===== src/rtl/i2c_target_if.sv =====
// Bus bundle for i2c_target: raw I2C pad signals plus the fabric register port.
interface i2c_target_if;
    logic       scl;
    logic       sda;
    logic       sda_oe;
    logic [7:0] reg_addr;
    logic [7:0] reg_wdata;
    logic       reg_we;
    logic [7:0] reg_rdata;
    logic       reg_re;
    logic       busy;
    logic       nack_seen;

    modport slave (
        input  scl, sda, reg_rdata,
        output sda_oe, reg_addr, reg_wdata, reg_we, reg_re, busy, nack_seen
    );
    modport master (
        output scl, sda, reg_rdata,
        input  sda_oe, reg_addr, reg_wdata, reg_we, reg_re, busy, nack_seen
    );
endinterface


===== src/rtl/i2c_target.sv =====
// I2C target with an 8-bit register pointer; open-drain SDA, no clock stretching.
// Optional I2C_TARGET_GLITCH_FILTER_EN adds a 3-sample majority filter on scl/sda.
module i2c_target #(
    parameter logic [6:0] DEV_ADDR    = 7'h60,
    parameter int         SYNC_STAGES = 2
) (
    input  logic         clk,
    input  logic         rst,
    i2c_target_if.slave  bus
);
    typedef enum logic [3:0] {
        IDLE, ADDR, ADDR_ACK, SUB, SUB_ACK, WDATA, WDATA_ACK, READ, READ_ACK
    } state_t;

    logic [SYNC_STAGES-1:0] scl_sync, sda_sync;
    logic scl_s, sda_s, scl_f, sda_f, scl_q, sda_q;

    // Idle bus level is high, so the synchronizers reset to 1 to avoid a fake START.
    always_ff @(posedge clk) begin
        if (rst) begin
            scl_sync <= '1;
            sda_sync <= '1;
        end else begin
            scl_sync <= {scl_sync[SYNC_STAGES-2:0], bus.scl};
            sda_sync <= {sda_sync[SYNC_STAGES-2:0], bus.sda};
        end
    end
    assign scl_s = scl_sync[SYNC_STAGES-1];
    assign sda_s = sda_sync[SYNC_STAGES-1];

`ifdef I2C_TARGET_GLITCH_FILTER_EN
    logic [1:0] scl_hist, sda_hist;
    always_ff @(posedge clk) begin
        if (rst) begin
            scl_hist <= '1;
            sda_hist <= '1;
            scl_f    <= 1'b1;
            sda_f    <= 1'b1;
        end else begin
            scl_hist <= {scl_hist[0], scl_s};
            sda_hist <= {sda_hist[0], sda_s};
            scl_f    <= (scl_s & scl_hist[0]) | (scl_s & scl_hist[1]) | (scl_hist[0] & scl_hist[1]);
            sda_f    <= (sda_s & sda_hist[0]) | (sda_s & sda_hist[1]) | (sda_hist[0] & sda_hist[1]);
        end
    end
`else
    assign scl_f = scl_s;
    assign sda_f = sda_s;
`endif

    logic scl_rise, scl_fall, start_c, stop_c;
    assign scl_rise = scl_f & ~scl_q;
    assign scl_fall = ~scl_f & scl_q;
    assign start_c  = scl_f & scl_q & sda_q & ~sda_f;
    assign stop_c   = scl_f & scl_q & ~sda_q & sda_f;

    state_t     state, state_n;
    logic [3:0] cnt, cnt_n;
    logic [7:0] shreg, shreg_n, ptr, ptr_n, wdata, wdata_n, rx_byte;
    logic       oe, oe_n, we, we_n, busy, busy_n, nack, nack_n, rd_req;
    logic [2:0] rd_pipe;

    always_ff @(posedge clk) begin
        if (rst) begin
            state   <= IDLE;
            cnt     <= '0;
            shreg   <= '0;
            ptr     <= '0;
            wdata   <= '0;
            oe      <= 1'b0;
            we      <= 1'b0;
            busy    <= 1'b0;
            nack    <= 1'b0;
            rd_pipe <= '0;
            scl_q   <= 1'b1;
            sda_q   <= 1'b1;
        end else begin
            state   <= state_n;
            cnt     <= cnt_n;
            shreg   <= shreg_n;
            ptr     <= ptr_n;
            wdata   <= wdata_n;
            oe      <= oe_n;
            we      <= we_n;
            busy    <= busy_n;
            nack    <= nack_n;
            rd_pipe <= {rd_pipe[1:0], rd_req};
            scl_q   <= scl_f;
            sda_q   <= sda_f;
        end
    end

    always_comb begin
        state_n = state;
        cnt_n   = cnt;
        shreg_n = shreg;
        ptr_n   = ptr;
        wdata_n = wdata;
        oe_n    = oe;
        we_n    = 1'b0;
        busy_n  = busy;
        nack_n  = 1'b0;
        rd_req  = 1'b0;
        rx_byte = {shreg[6:0], sda_f};
        if (start_c) begin
            state_n = ADDR;
            cnt_n   = '0;
            oe_n    = 1'b0;
            busy_n  = 1'b0;
        end else if (stop_c) begin
            state_n = IDLE;
            oe_n    = 1'b0;
            busy_n  = 1'b0;
        end else begin
            case (state)
                ADDR: if (scl_rise) begin
                    shreg_n = rx_byte;
                    cnt_n   = cnt + 4'd1;
                    if (cnt == 4'd7) begin
                        cnt_n = '0;
                        // General call (address 0) never matches.
                        if (rx_byte[7:1] == DEV_ADDR && rx_byte[7:1] != 7'd0) begin
                            state_n = ADDR_ACK;
                            busy_n  = 1'b1;
                        end else begin
                            state_n = IDLE;
                        end
                    end
                end
                ADDR_ACK: if (scl_fall) oe_n = 1'b1;
                    else if (scl_rise) begin
                        cnt_n = '0;
                        if (shreg[0]) begin
                            state_n = READ;
                            rd_req  = 1'b1;
                        end else begin
                            state_n = SUB;
                        end
                    end
                SUB, WDATA: if (scl_fall) oe_n = 1'b0;
                    else if (scl_rise) begin
                        shreg_n = rx_byte;
                        cnt_n   = cnt + 4'd1;
                        if (cnt == 4'd7) begin
                            cnt_n = '0;
                            if (state == SUB) begin
                                ptr_n   = rx_byte;
                                state_n = SUB_ACK;
                            end else begin
                                wdata_n = rx_byte;
                                we_n    = 1'b1;
                                state_n = WDATA_ACK;
                            end
                        end
                    end
                SUB_ACK: if (scl_fall) oe_n = 1'b1;
                    else if (scl_rise) state_n = WDATA;
                WDATA_ACK: if (scl_fall) begin
                        oe_n  = 1'b1;
                        ptr_n = ptr + 8'd1;
                    end else if (scl_rise) state_n = WDATA;
                // Falls 1..8 present data bits; the 9th fall releases SDA for the master's ACK.
                READ: if (scl_fall) begin
                    if (cnt == 4'd8) begin
                        oe_n    = 1'b0;
                        cnt_n   = '0;
                        state_n = READ_ACK;
                    end else begin
                        oe_n    = ~shreg[7];
                        shreg_n = {shreg[6:0], 1'b0};
                        cnt_n   = cnt + 4'd1;
                    end
                end
                READ_ACK: if (scl_rise) begin
                    if (!sda_f) begin
                        ptr_n   = ptr + 8'd1;
                        rd_req  = 1'b1;
                        cnt_n   = '0;
                        state_n = READ;
                    end else begin
                        nack_n  = 1'b1;
                        state_n = IDLE;
                    end
                end
                default: ;
            endcase
        end
        // reg_rdata is guaranteed valid two clocks after reg_re.
        if (rd_pipe[2]) shreg_n = bus.reg_rdata;
    end

    assign bus.sda_oe    = oe;
    assign bus.reg_addr  = ptr;
    assign bus.reg_wdata = wdata;
    assign bus.reg_we    = we;
    assign bus.reg_re    = rd_pipe[0];
    assign bus.busy      = busy;
    assign bus.nack_seen = nack;
endmodule


===== src/flat_wrapper.sv =====
// flat-port wrapper written by rule: the top's interface ports become plain ports
module i2c_target_flat 
#(
    parameter logic [6:0] DEV_ADDR    = 7'h60,
    parameter int         SYNC_STAGES = 2
)
  (clk, rst, bus_scl, bus_sda, bus_reg_rdata, bus_sda_oe, bus_reg_addr, bus_reg_wdata, bus_reg_we, bus_reg_re, bus_busy, bus_nack_seen);
  i2c_target_if bus_i ();
  input  logic clk;
  input  logic rst;
  input wire logic [$bits(bus_i.scl)-1:0] bus_scl;
  input wire logic [$bits(bus_i.sda)-1:0] bus_sda;
  input wire logic [$bits(bus_i.reg_rdata)-1:0] bus_reg_rdata;
  output wire logic [$bits(bus_i.sda_oe)-1:0] bus_sda_oe;
  output wire logic [$bits(bus_i.reg_addr)-1:0] bus_reg_addr;
  output wire logic [$bits(bus_i.reg_wdata)-1:0] bus_reg_wdata;
  output wire logic [$bits(bus_i.reg_we)-1:0] bus_reg_we;
  output wire logic [$bits(bus_i.reg_re)-1:0] bus_reg_re;
  output wire logic [$bits(bus_i.busy)-1:0] bus_busy;
  output wire logic [$bits(bus_i.nack_seen)-1:0] bus_nack_seen;
  assign bus_i.scl = bus_scl;
  assign bus_i.sda = bus_sda;
  assign bus_i.reg_rdata = bus_reg_rdata;
  assign bus_sda_oe = bus_i.sda_oe;
  assign bus_reg_addr = bus_i.reg_addr;
  assign bus_reg_wdata = bus_i.reg_wdata;
  assign bus_reg_we = bus_i.reg_we;
  assign bus_reg_re = bus_i.reg_re;
  assign bus_busy = bus_i.busy;
  assign bus_nack_seen = bus_i.nack_seen;
  i2c_target #(.DEV_ADDR(DEV_ADDR), .SYNC_STAGES(SYNC_STAGES)) u_core (.clk(clk), .rst(rst), .bus(bus_i));
endmodule

===== config.mk =====
export PLATFORM = sky130hd
export DESIGN_NAME = i2c_target_flat
export DESIGN_NICKNAME = d
export VERILOG_FILES = /design/src/rtl/i2c_target_if.sv /design/src/rtl/i2c_target.sv /design/src/flat_wrapper.sv
export SDC_FILE = /design/constraint.sdc
export NUM_CORES = 1
export LEC_CHECK = 0
export ABC_AREA = 1
export ABC_CLOCK_PERIOD_IN_PS = 1800
export CAP_MARGIN = 20
export CORE_UTILIZATION = 54
export CTS_CLUSTER_SIZE = 24
export DETAILED_ROUTE_END_ITERATION = 7
export PLACE_DENSITY_LB_ADDON = 0.2
export SKIP_LAST_GASP = 1
export SLEW_MARGIN = 30
export SYNTH_ARGS = -nofsm -noshare
export SYNTH_HDL_FRONTEND = slang
export SYNTH_SLANG_ARGS = --single-unit

===== constraint.sdc =====
create_clock -name clk -period 1.8 [get_ports clk]
set_clock_uncertainty 0.1 [all_clocks]
set_input_delay 0.36 -clock clk [delete_from_list [all_inputs] [get_ports clk]]
set_output_delay 0.36 -clock clk [all_outputs]
set_load 0.1 [all_outputs]

==> results of run 1 <==
-- where the power goes --
group | internal [uW] | switching, uW | total [uW]
Sequential | 1130 | 161 | 1290
Combinational | 548 | 1010 | 1560
Clock | 276 | 363 | 639
-- kinds of logic (layout without fill, tap and decap cells) --
group,count (synthesis),in the layout,synth area share
simple gates,196,196,0.373
compound gates,61,61,0.134
buf+inv,52,97,0.0856
xor+xnor,3,3,0.0111
flops,45,45,0.380
fa+ha+maj,3,3,0.0158
-- what timing repair did --
item / 4_1_cts / 5_1_grt
buffers inserted: 0 / 3
endpoints found under the setup margin: 8 / 28
pin swaps: 0 / 4
gates resized for setup: 1 / 21
-- worst min path at each step --
| stage | endpoint | slack (ns) | depth (start not counted) |
|---|---|---|---|
| after floorplan | u_core.rd_pipe[2] | 0.29 | 2 |
| after CTS | u_core.rd_pipe[2] | 0.32 | 2 |
| after global routing | u_core.rd_pipe[2] | 0.33 | 2 |
| final | u_core.rd_pipe[2] | 0.31 | 2 |
| after global placement | u_core.rd_pipe[2] | 0.29 | 2 |
| after detailed placement | u_core.sda_sync[1] | 0.30 | 1 |
-- sequential cells by signal, indices dropped and copies added (netlist names), 2 cells and up --
register and flops:
u_core.cnt 4, u_core.sda_sync 2, u_core.shreg 8, u_core.bus.reg_addr 8, u_core.state 4, u_core.scl_sync 2, u_core.bus.reg_wdata 8, u_core.rd_pipe 3
-- cells in the final DEF (no fill, tap or decap), types with 6 or more instances in the layout --
cell type,count
nand2_2,7
buf_12,22
dfxtp_2,12
dfxtp_1,33
nor2_1,54
nand3_1,23
a21oi_1,22
buf_4,11
inv_1,41
nand2_1,76
o21ai_0,32
clkdlybuf4s50_1,11
or2_2,6
-- final cells by class --
type,instances,area share
Tap cell,50,0.0196
Clock inverter,3,0.00667
Timing Repair Buffer,44,0.199
Multi-Input combinational cell,263,0.413
Inverter,45,0.0530
Sequential cell,45,0.287
Clock buffer,5,0.0216
-- tightest hold or removal path, cell delays in order, from the launching register on --
cell and delay (ns):
dfxtp_1 0.31, inv_1 0.04, nor2_1 0.03
-- metal layers --
layer / share of wire / global-route usage
met5: 0 / 0
met4: 0.019 / 0.0885
met3: 0.056 / 0.0450
met2: 0.47 / 0.428
met1: 0.45 / 0.360
-- per-stage QoR --
stage          instance area [um2]  setup slack, ns  setup TNS, ns   util
2_1_floorplan                 2380           0.0481              0      -
6_report                      3190            0.120              0  0.774
4_1_cts                       3110           0.0275              0  0.755
3_5_place_dp                  3020          -0.0343         -0.160  0.733
5_1_grt                       3190          -0.0377        -0.0377  0.774
3_3_place_gp                  3020         -0.00137       -0.00137  0.733
==> impl_metrics.yaml, run 1 <==
detailed_routing:
  drc_errors: 0
  firstDrtPassIters: 5
  wl_per_cell_um: 12.7
  vias_per_cell: 5.27
  routed-via-count: 2397
  first_iter_violations: 136
  postRouteAntennaNets: 0
  routed_wirelength_mm: 5.79
critical_path:
  max_stage_delay_ns: 0.37
  arrival_ns: 1.79
  crit_path_start: "u_core.state[3]"
  crit_top_cell: "nand2_1"
  required_ns: 1.91
  timing.rr.start: "u_core.state[3]"
  timing.rr.end: "u_core.shreg[0]"
  path_delay_family: "simple AND/OR/NAND/NOR gates"
  crit_chain: "inv_1 > nand2_1 > nor2_4 > o21ai_1 > nor2_1 > nand3_4 > nand2_4 > nand2_1 > nand2_1 > nor2_1"
  worst-setup-path-type: "flop to flop"
  critPathCaptureType: "flop"
  path_depth: 10
  cp_slowest_cell: "dfxtp_2"
  critPathBufInv: 1
  cp-start-kind: "flop"
  crit_path_end: "u_core.shreg[0]"
  r2r_cells: 10
  path_max_fanout: 9
  r2r_slack_ns: 0.12
clock_tree:
  cts_root_buf: "clkbuf_8"
  tritoncts: "built"
  ctsHoldBuffers: 0
  htreeDepth: 2
  cts_buffer_depth: 2
  cts_sinks: 45
  clock_latency_ns: 0.30
  clkSlewWorstSetupHoldPaths_ns: 0.09
  cts_made_buffers: 5
placement:
  dp_hpwl_mm: 4.42
  numPortBuffers: 32
  place.gp.congestion: 0.971
  placedCellCount: 444
logic_synthesis:
  ys.flop_type: "dfxtp_1"
  yosys-top-cells-count: "nand2_1, nor2_1, dfxtp_1, inv_1, o21ai_0"
  syn_avg_cell_area_um2: 6.58
  synth_cell_types: 29
  synth_nets: 375
  synth_top_area_share: 0.380
  ys_seq_area_frac: 0.380
  netlist_top_cells_area: "dfxtp_1, nand2_1, nor2_1, o21ai_0, inv_1"
  ys_ff_latch: 45
  synth_edf_count: 0
  synth.most_common_cell: "nand2_1"
  synth.cell_area_um2: 2370
  yosysWarnings: 0
  ys_async_sr_fraction: 0
  syn_inst: 360
  yosysTopAreaCell: "dfxtp_1"
power_and_ir_drop:
  peakVddDrop_mv: 0.627
  finalPower_uw: 3490
  power_density_nw_per_um2: 1100
  p_leak_uw: 0.00142
global_route:
  grt_pass1_vias: 2074
  grtUsageTotal: 0.266
  grt_remaining_overflow: 0
  antenna_found_initial: 0
  grt_max_degree: 20
  grt_pass1_wl_mm: 9.15
timing:
  layout_worst_path_cycle_share: 0.933
  min_period_ns: 1.68
  hold_violations: 0
  setup_viol: 0
  relSlewSlack: 0.775
  timing.fmax_ghz: 0.595
  rsz0062_at_grt: "true"
  whs_ns: 0.313
  final-max-slew-violation-count: 0
  worst_pin_slew_ns: 0.335
run_status:
  status: "finished clean"
die:
  die_h_um: 68.2
  core-area_um2: 4120
  num_rows: 23
  fp.dieW_um: 68.2
  start_util: 0.576
  io-pin-count: 33
  die-area_um2: 4660
finish:
  nFillCells: 298
  multi_input_area_um2: 1320
  drive_gt1_frac: 0.215
  regArea_um2: 916
  antenna_cells: 0
  area_delta_synth_final_pct: 34.5
  instances_no_fill: 455
  fin_nets: 419
hold_path:
  min_from: "u_core.rd_pipe[1]"
  hold_path_class: "flop to flop"
run:
  cap_violations: 0
No activity file was read; power rests on OpenSTA's default activity.
==> inputs of run 2 (changes only) <==
--- a/config.mk
+++ b/config.mk
@@ -11,7 +11,8 @@
 export CORE_UTILIZATION = 54
 export CTS_CLUSTER_SIZE = 24
 export DETAILED_ROUTE_END_ITERATION = 7
-export PLACE_DENSITY_LB_ADDON = 0.2
+export GPL_ROUTABILITY_DRIVEN = 1
+export PLACE_DENSITY = 0.79
 export SKIP_LAST_GASP = 1
 export SLEW_MARGIN = 30
 export SYNTH_ARGS = -nofsm -noshare
==> run 2 against run 1 <==
Via count rose by 1.0%. Clock power increased by 9.5%. Core utilization is 0.15 points lower. Critical endpoint is now u_core.state[1]. Non-clock buffer count decreased by 3. Fmax is 0.46% higher. Critical path type unchanged. Setup slack improved by 0.0077 ns. Critical path depth did not move.
==> impl_metrics.yaml, run 2 (synthesis gave the netlist of run 1 again) <==
finish:
  antenna_cells: 0
  final_cell_mix: "nand2_1, nor2_1, inv_1, dfxtp_1, o21ai_0"
  regArea_um2: 915
  final_core_util: 0.773
  drive_gt1_frac: 0.213
  area_delta_synth_final_pct: 34.3
  multi_input_area_um2: 1320
  final_common_cell: "nand2_1"
  fin_nets: 417
  nFillCells: 319
critical_path:
  timing.rr.start: "u_core.cnt[0]"
  path_depth: 10
  max_stage_delay_ns: 0.38
  crit_top_cell: "nor2_1"
  path_delay_family: "simple AND/OR/NAND/NOR gates"
  cp-start-kind: "flop"
  crit_path_start: "u_core.cnt[0]"
  required_ns: 1.90
  r2r_cells: 10
  crit_chain: "ha_2 > nand3_2 > nor2_2 > nor2_1 > nor2_1 > nand3_2 > inv_1 > nand2_1 > nand2_1 > nor2_1"
  critPathBufInv: 1
  cp_slowest_cell: "dfxtp_1"
  path_max_fanout: 5
  arrival_ns: 1.77
  worst-setup-path-type: "flop to flop"
  critPathCaptureType: "flop"
detailed_routing:
  first_iter_violations: 235
  wl_per_cell_um: 12.8
  postRouteAntennaNets: 0
  routed_wirelength_mm: 5.78
  routed-via-count: 2421
  vias_per_cell: 5.34
  drc_errors: 0
  firstDrtPassIters: 5
timing:
  relSlewSlack: 0.775
  min_period_ns: 1.67
  final-max-slew-violation-count: 0
  hold_violations: 0
  layout_worst_path_cycle_share: 0.929
  rsz0062_at_grt: "true"
  layout_setup_ws_ns: 0.128
  setup_viol: 0
  tns_ns: 0
  timing.fmax_ghz: 0.598
  worst_pin_slew_ns: 0.336
die:
  num_rows: 23
  start_util: 0.576
  die_h_um: 68.2
  core-area_um2: 4120
  io-pin-count: 33
  fp.dieW_um: 68.2
  die-area_um2: 4660
global_route:
  grtUsageTotal: 0.268
  grt_pass1_wl_mm: 9.18
  grt_pass1_vias: 2070
  antenna_found_initial: 0
  grt_remaining_overflow: 0
  grt_max_degree: 20
clock_tree:
  tritoncts: "built"
  cts_buffer_depth: 2
  ctsHoldBuffers: 0
  cts_made_buffers: 5
  cts_sinks: 45
  clkSlewWorstSetupHoldPaths_ns: 0.09
  cts_root_buf: "clkbuf_8"
  htreeDepth: 2
  clock_latency_ns: 0.31
placement:
  numPortBuffers: 32
  place.gp.congestion: 0.980
  pre_cts_ws_ns: 0.0410
  dp_hpwl_mm: 4.38
run_status:
  status: "finished clean"
power_and_ir_drop:
  internal_power_uw: 2010
  comb_power_share: 0.440
  switchingPower_uw: 1560
  p_leak_uw: 0.00140
  power_density_nw_per_um2: 1120
  swShare: 0.437
  peakVddDrop_mv: 0.775
  clkPwrFrac: 0.197
  seq_power_share: 0.363
hold_path:
  holdPathStages: 2
  hold_path_class: "flop to flop"
  min_from: "u_core.rd_pipe[1]"
run:
  cap_violations: 0
-- run 2: cell count changes in the layout (fill, tap and decap cells not counted), sizes merged --
cell	change
buf	-3
nor2	+1
clkbuf	+1
clkinvlp	-1
-- run 2: worst min-delay path, stage by stage, from the launching register on --
cell and delay, ns:
dfxtp_1 0.31, inv_1 0.04, nor2_1 0.03
-- run 2: metal layers --
| metal | routed length (um) | global-route usage | vias to the layer above |
|---|---|---|---|
| met3 | 358 | 0.0467 | 14 |
| met5 | 0 | 0 | - |
| li1 | - | - | 1238 |
| met2 | 2500 | 0.403 | 97 |
| met4 | 104 | 0.102 | 0 |
| met1 | 2820 | 0.378 | 1072 |
-- run 2: layout make-up --
class                           instances  share of cell area
Sequential cell                        45               0.288
Tap cell                               50              0.0197
Clock buffer                            6              0.0260
Timing Repair Buffer                   41               0.192
Multi-Input combinational cell        264               0.416
Inverter                               45              0.0531
Clock inverter                          2             0.00551
-- run 2: power groups by stage --
stage	combinational [uW]	clock, uW	sequential [uW]
3_5_place_dp	1510	0	1310
4_1_cts	1520	704	1280
6_report	1570	700	1290
5_1_grt	1700	741	1310
2_1_floorplan	656	0	1690
3_3_place_gp	1490	0	1300
-- run 2: repair_timing --
action | 4_1_cts | 5_1_grt
endpoints found under the setup margin | 0 | 28
gates resized for setup | 0 | 24
buffers inserted | 0 | 1
-- run 2: through the flow --
step	instance area [um2]	instances	total power, uW	hold slack, ns
5_1_grt	3180	453	3750	0.325
3_3_place_gp	3010	443	2790	0.290
2_1_floorplan	2380	360	2350	0.288
3_5_place_dp	3010	443	2820	0.293
6_report	3180	453	3560	0.308
4_1_cts	3110	451	3500	0.315
-- run 2: worst paths after layout --
path | end | slack (ns)
worst min-delay path | u_core.rd_pipe[2] | 0.31
worst max-delay path | u_core.state[1] | 0.13
worst max register to register | u_core.state[1] | 0.13
worst min register to register | u_core.rd_pipe[2] | 0.31
